**src/rtl/parallel_port_pkg.sv**
```systemverilog
// Shared register map for the parallel input port: byte offsets, register selector, lane-mask helper.
// Latency: n/a (types and constants only).
// Backpressure: n/a.
package parallel_port_pkg;

  // Byte offsets of the four 32-bit registers inside the 16-byte window
  localparam logic [3:0] OFF_DATA    = 4'h0;
  localparam logic [3:0] OFF_EDGE    = 4'h4;
  localparam logic [3:0] OFF_RISE_EN = 4'h8;
  localparam logic [3:0] OFF_FALL_EN = 4'hC;

  // Word selector taken from addr[3:2]; values follow the byte offsets above
  typedef enum logic [1:0] {
    REG_DATA    = OFF_DATA[3:2],
    REG_EDGE    = OFF_EDGE[3:2],
    REG_RISE_EN = OFF_RISE_EN[3:2],
    REG_FALL_EN = OFF_FALL_EN[3:2]
  } reg_sel_t;

  // Expand 4 byte-lane enables into a 32-bit bit mask
  function automatic logic [31:0] lane_mask(input logic [3:0] wmask);
    return {{8{wmask[3]}}, {8{wmask[2]}}, {8{wmask[1]}}, {8{wmask[0]}}};
  endfunction

endpackage

```
**src/rtl/input_sync.sv**
```systemverilog
// Two-flop synchronizer for a bus of independent asynchronous bits.
// Latency: 2 clk cycles from d to q.
// Backpressure: none; samples every cycle.
module input_sync #(
  parameter int WIDTH = 32
) (
  input  logic             clk,
  input  logic             rst,
  input  logic [WIDTH-1:0] d,
  output logic [WIDTH-1:0] q
);

  logic [WIDTH-1:0] meta;

  // First flop may go metastable; second flop gives it a cycle to resolve
  always_ff @(posedge clk or posedge rst) begin
    if (rst) begin
      meta <= '0;
      q    <= '0;
    end else begin
      meta <= d;
      q    <= meta;
    end
  end

endmodule

```
**src/rtl/parallel_input.sv**
```systemverilog
// Memory-mapped 32-bit input port with edge capture and irq; optional debounce via PARALLEL_INPUT_DEBOUNCE_EN.
// Latency: access completes (ready) one cycle after request; pins reach DATA after 2 sync cycles (+ debounce).
// Backpressure: requester holds ren/wen until the single-cycle ready pulse; no new access starts while ready is high.
module parallel_input
  import parallel_port_pkg::*;
#(
  parameter logic [31:0] ADDR         = 32'hf010,
  parameter int          DEBOUNCE_DIV = 1000
) (
  input  logic        clk,
  input  logic        rst,
  input  logic [31:0] addr,
  input  logic [31:0] wdata,
  input  logic [3:0]  wmask,
  input  logic        wen,
  input  logic        ren,
  output logic [31:0] rdata,
  output logic        ready,
  output logic        active,
  input  logic [31:0] io,
  output logic        irq
);

  logic [31:0] sync_in;
  logic [31:0] filtered;
  logic [31:0] prev;
  logic [31:0] edge_q;
  logic [31:0] rise_en;
  logic [31:0] fall_en;
  logic        prime_d;
  logic        primed;
  logic [31:0] edge_set;
  logic [31:0] edge_clr;
  logic [31:0] wr_mask;
  logic [31:0] read_val;
  logic        start;
  logic        do_write;
  logic        do_read;
  reg_sel_t    sel;

  input_sync #(.WIDTH(32)) u_sync (
    .clk (clk),
    .rst (rst),
    .d   (io),
    .q   (sync_in)
  );

`ifdef PARALLEL_INPUT_DEBOUNCE_EN
  localparam int CNT_W = (DEBOUNCE_DIV > 1) ? $clog2(DEBOUNCE_DIV) : 1;

  logic [CNT_W-1:0] div_cnt;
  logic             tick;
  logic [31:0]      last_samp;
  logic             unused_bits;

  assign tick        = (div_cnt == CNT_W'(DEBOUNCE_DIV - 1));
  assign unused_bits = &{1'b0, addr[1:0]};

  // Prescaler, sample register and per-bit two-sample agreement filter
  always_ff @(posedge clk or posedge rst) begin
    if (rst) begin
      div_cnt   <= '0;
      last_samp <= '0;
      filtered  <= '0;
    end else if (tick) begin
      div_cnt   <= '0;
      last_samp <= sync_in;
      // Bits whose new sample matches the previous one take the new value
      filtered  <= (sync_in & ~(sync_in ^ last_samp)) | (filtered & (sync_in ^ last_samp));
    end else begin
      div_cnt   <= div_cnt + 1'b1;
    end
  end
`else
  logic unused_bits;

  assign filtered    = sync_in;
  assign unused_bits = &{1'b0, addr[1:0], DEBOUNCE_DIV[0]};
`endif

  // Bus decode: window match, register select, one access per ready pulse
  assign active   = (addr[31:4] == ADDR[31:4]);
  assign sel      = reg_sel_t'(addr[3:2]);
  assign start    = (ren | wen) & active & ~ready;
  assign do_write = start & wen;
  assign do_read  = start & ~wen;
  assign wr_mask  = lane_mask(wmask);

  // Read mux over the four registers
  always_comb begin
    read_val = '0;
    case (sel)
      REG_DATA:    read_val = filtered;
      REG_EDGE:    read_val = edge_q;
      REG_RISE_EN: read_val = rise_en;
      REG_FALL_EN: read_val = fall_en;
      default:     read_val = '0;
    endcase
  end

  // Edge detect gated by primed; W1C mask from a write to EDGE
  always_comb begin
    edge_set = '0;
    edge_clr = '0;
    if (primed) begin
      edge_set = (filtered & ~prev & rise_en) | (~filtered & prev & fall_en);
    end
    if (do_write && (sel == REG_EDGE)) begin
      edge_clr = wdata & wr_mask;
    end
  end

  // Bus handshake and registered read data (zero for writes and idle cycles)
  always_ff @(posedge clk or posedge rst) begin
    if (rst) begin
      ready <= 1'b0;
      rdata <= '0;
    end else begin
      ready <= start;
      rdata <= do_read ? read_val : '0;
    end
  end

  // Enable registers, byte-lane masked writes
  always_ff @(posedge clk or posedge rst) begin
    if (rst) begin
      rise_en <= '0;
      fall_en <= '0;
    end else if (do_write) begin
      if (sel == REG_RISE_EN) rise_en <= (rise_en & ~wr_mask) | (wdata & wr_mask);
      if (sel == REG_FALL_EN) fall_en <= (fall_en & ~wr_mask) | (wdata & wr_mask);
    end
  end

  // Edge capture state: primed delay, previous value, sticky EDGE (set wins over clear), irq
  always_ff @(posedge clk or posedge rst) begin
    if (rst) begin
      prime_d <= 1'b0;
      primed  <= 1'b0;
      prev    <= '0;
      edge_q  <= '0;
      irq     <= 1'b0;
    end else begin
      prime_d <= 1'b1;
      primed  <= prime_d;
      prev    <= filtered;
      edge_q  <= (edge_q & ~edge_clr) | edge_set;
      irq     <= |edge_q;
    end
  end

endmodule

```
**config.mk**
```make
export PLATFORM = sky130hd
export DESIGN_NAME = parallel_input
export DESIGN_NICKNAME = d
export VERILOG_FILES = /design/src/rtl/parallel_port_pkg.sv /design/src/rtl/input_sync.sv /design/src/rtl/parallel_input.sv
export SDC_FILE = /design/constraint.sdc
export NUM_CORES = 1
export LEC_CHECK = 0
export CORE_MARGIN = 2
export CORE_UTILIZATION = 35
export DETAILED_ROUTE_END_ITERATION = 8
export PLACE_DENSITY = 0.61
export SYNTH_ARGS = -nofsm -noshare
export SYNTH_HDL_FRONTEND = slang
export SYNTH_SLANG_ARGS = --single-unit
```
**constraint.sdc**
```tcl
create_clock -name clk -period 7.5 [get_ports clk]
set_input_delay 1.125 -clock clk [delete_from_list [all_inputs] [get_ports clk]]
set_output_delay 1.125 -clock clk [all_outputs]
set_load 0.01 [all_outputs]
```
# Word-level counts from Yosys, hierarchy flattened
# Cells that the tools add are included.
# classes
n_eq_ne	4
muxes	4
n_bitwise	23
reduce_logical	5
# ops
op	count
$and 32x32->32	8
$not 32->32	4
$or 32x32->32	4
$pmux 32 s4	1
$mux 32	3
$reduce_or 32->1	1
$eq 28x12->1 const B	1
$and 1x1->1	4
$eq 2x2->1 const B	2
$reduce_and 2->1	2
$eq 2x1->1 const B	1
$logic_not 2->1	1
$not 1->1	2
$logic_and 1x1->1	1
$or 1x1->1	1
# totals
reg_bits	228
in_bits	104

# Longest topological paths before layout
# logic_depth
word_depth	9
ltp_mapped	7
depth_no_buf	4

# Cells and area by module
# From an unflattened synthesis, not the netlist that was laid out.
# unflattened
hier_cells	657
hier_area_um2	8946.1
# modules_own_cells
module	instances	cells_each	area_each_um2	seq_area_each_um2
parallel_input	1	592	7340.8	4103.9
input_sync	1	65	1605.3	1601.5

# Worst setup path before layout
# No wires, ideal clock.
# synth_path
path_type	input -> output
from	input addr[17]
to	output active
arrival_time_ps	2288
required_ps	6375
slack_ps	4087
path_stages	5
path_cell_list	nor4b_1 > nand4_1 > buf_6 > clkbuf_1 > nor2_1
# synth_between
elab_chain_len	1
# synth_rtl
item	line_no	text
start, declared	parallel_input.sv:12	input logic [31:0] addr,
$eq 28x12->1	parallel_input.sv:82	assign active = (addr[31:4] == ADDR[31:4]);
end, declared	parallel_input.sv:19	output logic active,
# Every way passes these cells.

# Final worst setup path
# layout_path
from	input addr[5]
to	output active
# Same word-level chain as after synthesis.

==> results.json <==
{
  "dp_slack_ns": 3.19,
  "max_freq_mhz": 236,
  "grt_pass1_vias": 5873,
  "rsz0062_at_grt": "no",
  "end_kind": "primary output",
  "combPwrFrac_pct": 4.9,
  "crit_start": "addr[5]",
  "hold_violations": 0,
  "drt_first_iter_violations": 267,
  "r2r_slack_ns": 4.89,
  "ys_seq_area_share_pct": 63.7,
  "io_buffers": 136,
  "dp_cells": 1098,
  "seq_power_share_pct": 48.0,
  "skew_ns": 0.00788,
  "cts_buffers": 24,
  "timing.rr.start": "ready$_DFF_PP0_",
  "r2r_end": "rdata[28]$_DFF_PP0_",
  "critPathLaunchType": "primary input",
  "min_from": "u_sync.meta[13]$_DFF_PP0_",
  "crit_top_cell": "clkdlybuf4s50_1",
  "vias_per_cell": 5.02,
  "final_util_pct": 45.6,
  "path_class": "primary input to primary output",
  "slew_headroom_pct": 33.4,
  "vdd_drop_max_mv": 0.140,
  "nNetsFinal": 898,
  "critPathRequiredTime_ns": 6.38,
  "yosys-mux-area-fraction_pct": 16.1,
  "finalSetupTns_ns": 0,
  "layout-drive-gt1-share_pct": 18.6,
  "fin_crit_sh_pct": 56.6,
  "grt-ovfl-total": 0,
  "synth_compound_area_share_pct": 4.58,
  "slew_violations": 0,
  "start_util_pct": 35.6,
  "drcViolationCount": 0,
  "fin_cells": 1142,
  "whs_ns": 0.345,
  "holdBufCountCts": 0,
  "avgRoutedWirePerCell_um": 17.8,
  "finalSetupViolCount": 0,
  "h-tree-depth": 1,
  "p_int_mw": 2.12,
  "cp-endpoint": "active",
  "critPathBufInv": 3,
  "hp-class": "flop to flop",
  "synth_simple_gate_area_share_pct": 14.0,
  "wl_mm": 20.3,
  "layout_setup_ws_ns": 3.25,
  "n_antenna_cell": 0,
  "clkSinkCount": 228,
  "critPathTopFamily": "buffers and inverters",
  "synthAdderAreaFrac_pct": 0,
  "clk_path_buf_depth": 3,
  "synth_xor_xnor_area_share_pct": 0,
  "die_x_um": 164,
  "dr_total_vias": 5730,
  "synth_top_family_by_area": "multiplexers",
  "outcome": "complete, no violations",
  "first_pass_iters": 7,
  "min_period_ns": 4.25,
  "ys_types": 27,
  "area.growth.synth_to_final_pct": 28.4,
  "avgSynthCellArea_um2": 13.6,
  "grt_pass1_wl_mm": 32.3,
  "critPathSlowestCell": "clkdlybuf4s50_1",
  "tightest_slew_ns": 0.999,
  "dieHeight_um": 164,
  "cellLeakagePower_nw": 4.65,
  "grt_usage_pct": 15.5,
  "drv_cap": 0,
  "root_buffer": "clkbuf_16",
  "critPathMaxFanout": 43,
  "syn_nets": 760,
  "cp.depth": 6,
  "cp_slowest_stage_delay_ns": 0.55,
  "switching_share_pct": 20.4,
  "num_io_pins": 139,
  "antenna_found_initial": 0,
  "nFillCells": 2292,
  "cts_tree": "built",
  "crit_path_cell_trace": "clkdlybuf4s50_1, nor4b_1, nand4_1, buf_4, nor2_1, clkdlybuf4s50_1",
  "final_cell_mix": "dfrtp_1 (227), clkdlybuf4s50_1 (134), nand2_1 (133)",
  "placeableCoreArea_mm2": 0.0252,
  "pwr-share-clk_pct": 47.1,
  "dp_hpwl_mm": 12.8,
  "post_cts_resized": 0,
  "antenna_left": 0,
  "cts_setup_buffers": 0,
  "final_common_cell": "dfrtp_1",
  "rows": 58,
  "ys_ff_latch": 228,
  "power_density_mw_per_mm2": 231,
  "grt_max_degree": 114,
  "gp_congestion": 0.767,
  "reg2reg_depth": 6,
  "synthCells": 656,
  "clkSlewWorstSetupHoldPaths_ns": 0.06,
  "yosys_warnings": 0,
  "p_sw_mw": 0.542,
  "synth_area_mm2": 0.00895,
  "die_area_mm2": 0.0269,
  "arrival_ns": 3.12,
  "insertion_delay_ns": 0.51
}
==> cell usage after synthesis (all sizes together) <==
library cell | instances | area, µm²
clkbuf | 13 | 48.8
inv | 1 | 3.75
nand4 | 4 | 25.0
o21ba | 1 | 10.0
and4b | 5 | 50.1
nor2 | 2 | 7.51
dfrtp | 228 | 5710
o21ai | 32 | 160
conb | 1 | 3.75
nand2b | 1 | 6.26
buf | 18 | 86.3
nand3b | 32 | 240
mux4 | 32 | 721
o31ai | 32 | 240
nor4 | 16 | 160
nor4b | 2 | 17.5
nand2 | 133 | 499
or3 | 1 | 6.26
nor2b | 32 | 200
or4 | 4 | 30.0
nand3 | 1 | 5.00
mux2 | 64 | 721
or2 | 1 | 6.26
==> final cells by class <==
cell class	count	area (µm²)	share of cell area (%)
clock inverter	9	145	1.26
sequential	228	5710	49.7
clock buffer	35	703	6.12
timing repair buffer	143	1400	12.2
tap	330	413	3.59
inverter	1	11.3	0.0980
multi-input combinational	396	3110	27.1
==> power by group through the flow <==
stage	clock, mW	combinational (mW)	sequential, mW
CTS	1.28	0.135	1.28
finish	1.25	0.132	1.28
floorplan	0	0.0608	1.29
global route	1.34	0.145	1.28
global placement	0	0.135	1.30
detailed placement	0	0.135	1.30
==> routing by layer <==
| metal | up-vias | part of all wire (%) | wire length [µm] | track usage (%) |
|---|---|---|---|---|
| met1 | 2907 | 45 | 9070 | 21.5 |
| met4 | 0 | 2.0 | 409 | 4.15 |
| met2 | 174 | 47 | 9570 | 25.2 |
| li1 | 2620 | - | - | - |
| met5 | - | 0 | 0 | 0 |
| met3 | 29 | 6.1 | 1240 | 3.06 |
==> worst min path at each step <==
stage | to | slack (ns) | cells after the start
floorplan | primed$_DFF_PP0_ | 0.33 | 0
global placement | u_sync.q[24]$_DFF_PP0_ | 0.33 | 0
detailed placement | u_sync.q[13]$_DFF_PP0_ | 0.33 | 0
CTS | u_sync.q[13]$_DFF_PP0_ | 0.35 | 0
global route | u_sync.q[7]$_DFF_PP0_ | 0.35 | 0
finish | u_sync.q[13]$_DFF_PP0_ | 0.34 | 0
==> logic make-up (layout without fill, tap and decap cells) <==
logic type             Yosys count  in the layout
AND/OR/NAND/NOR                234            234
flip-flops                     228            228
multiplexers                    96             96
AO/OA/AOI/OAI                   65             65
buffers and inverters           32            188
other                            1              1
==> stage by stage <==
stage	cell area [µm²]	total power [mW]
after floorplan	8950	1.35
after global placement	10600	1.43
after detailed placement	10600	1.43
after CTS	11500	2.70
after global routing	11500	2.76
final	11500	2.66
Power figures use the tool's default switching activity.
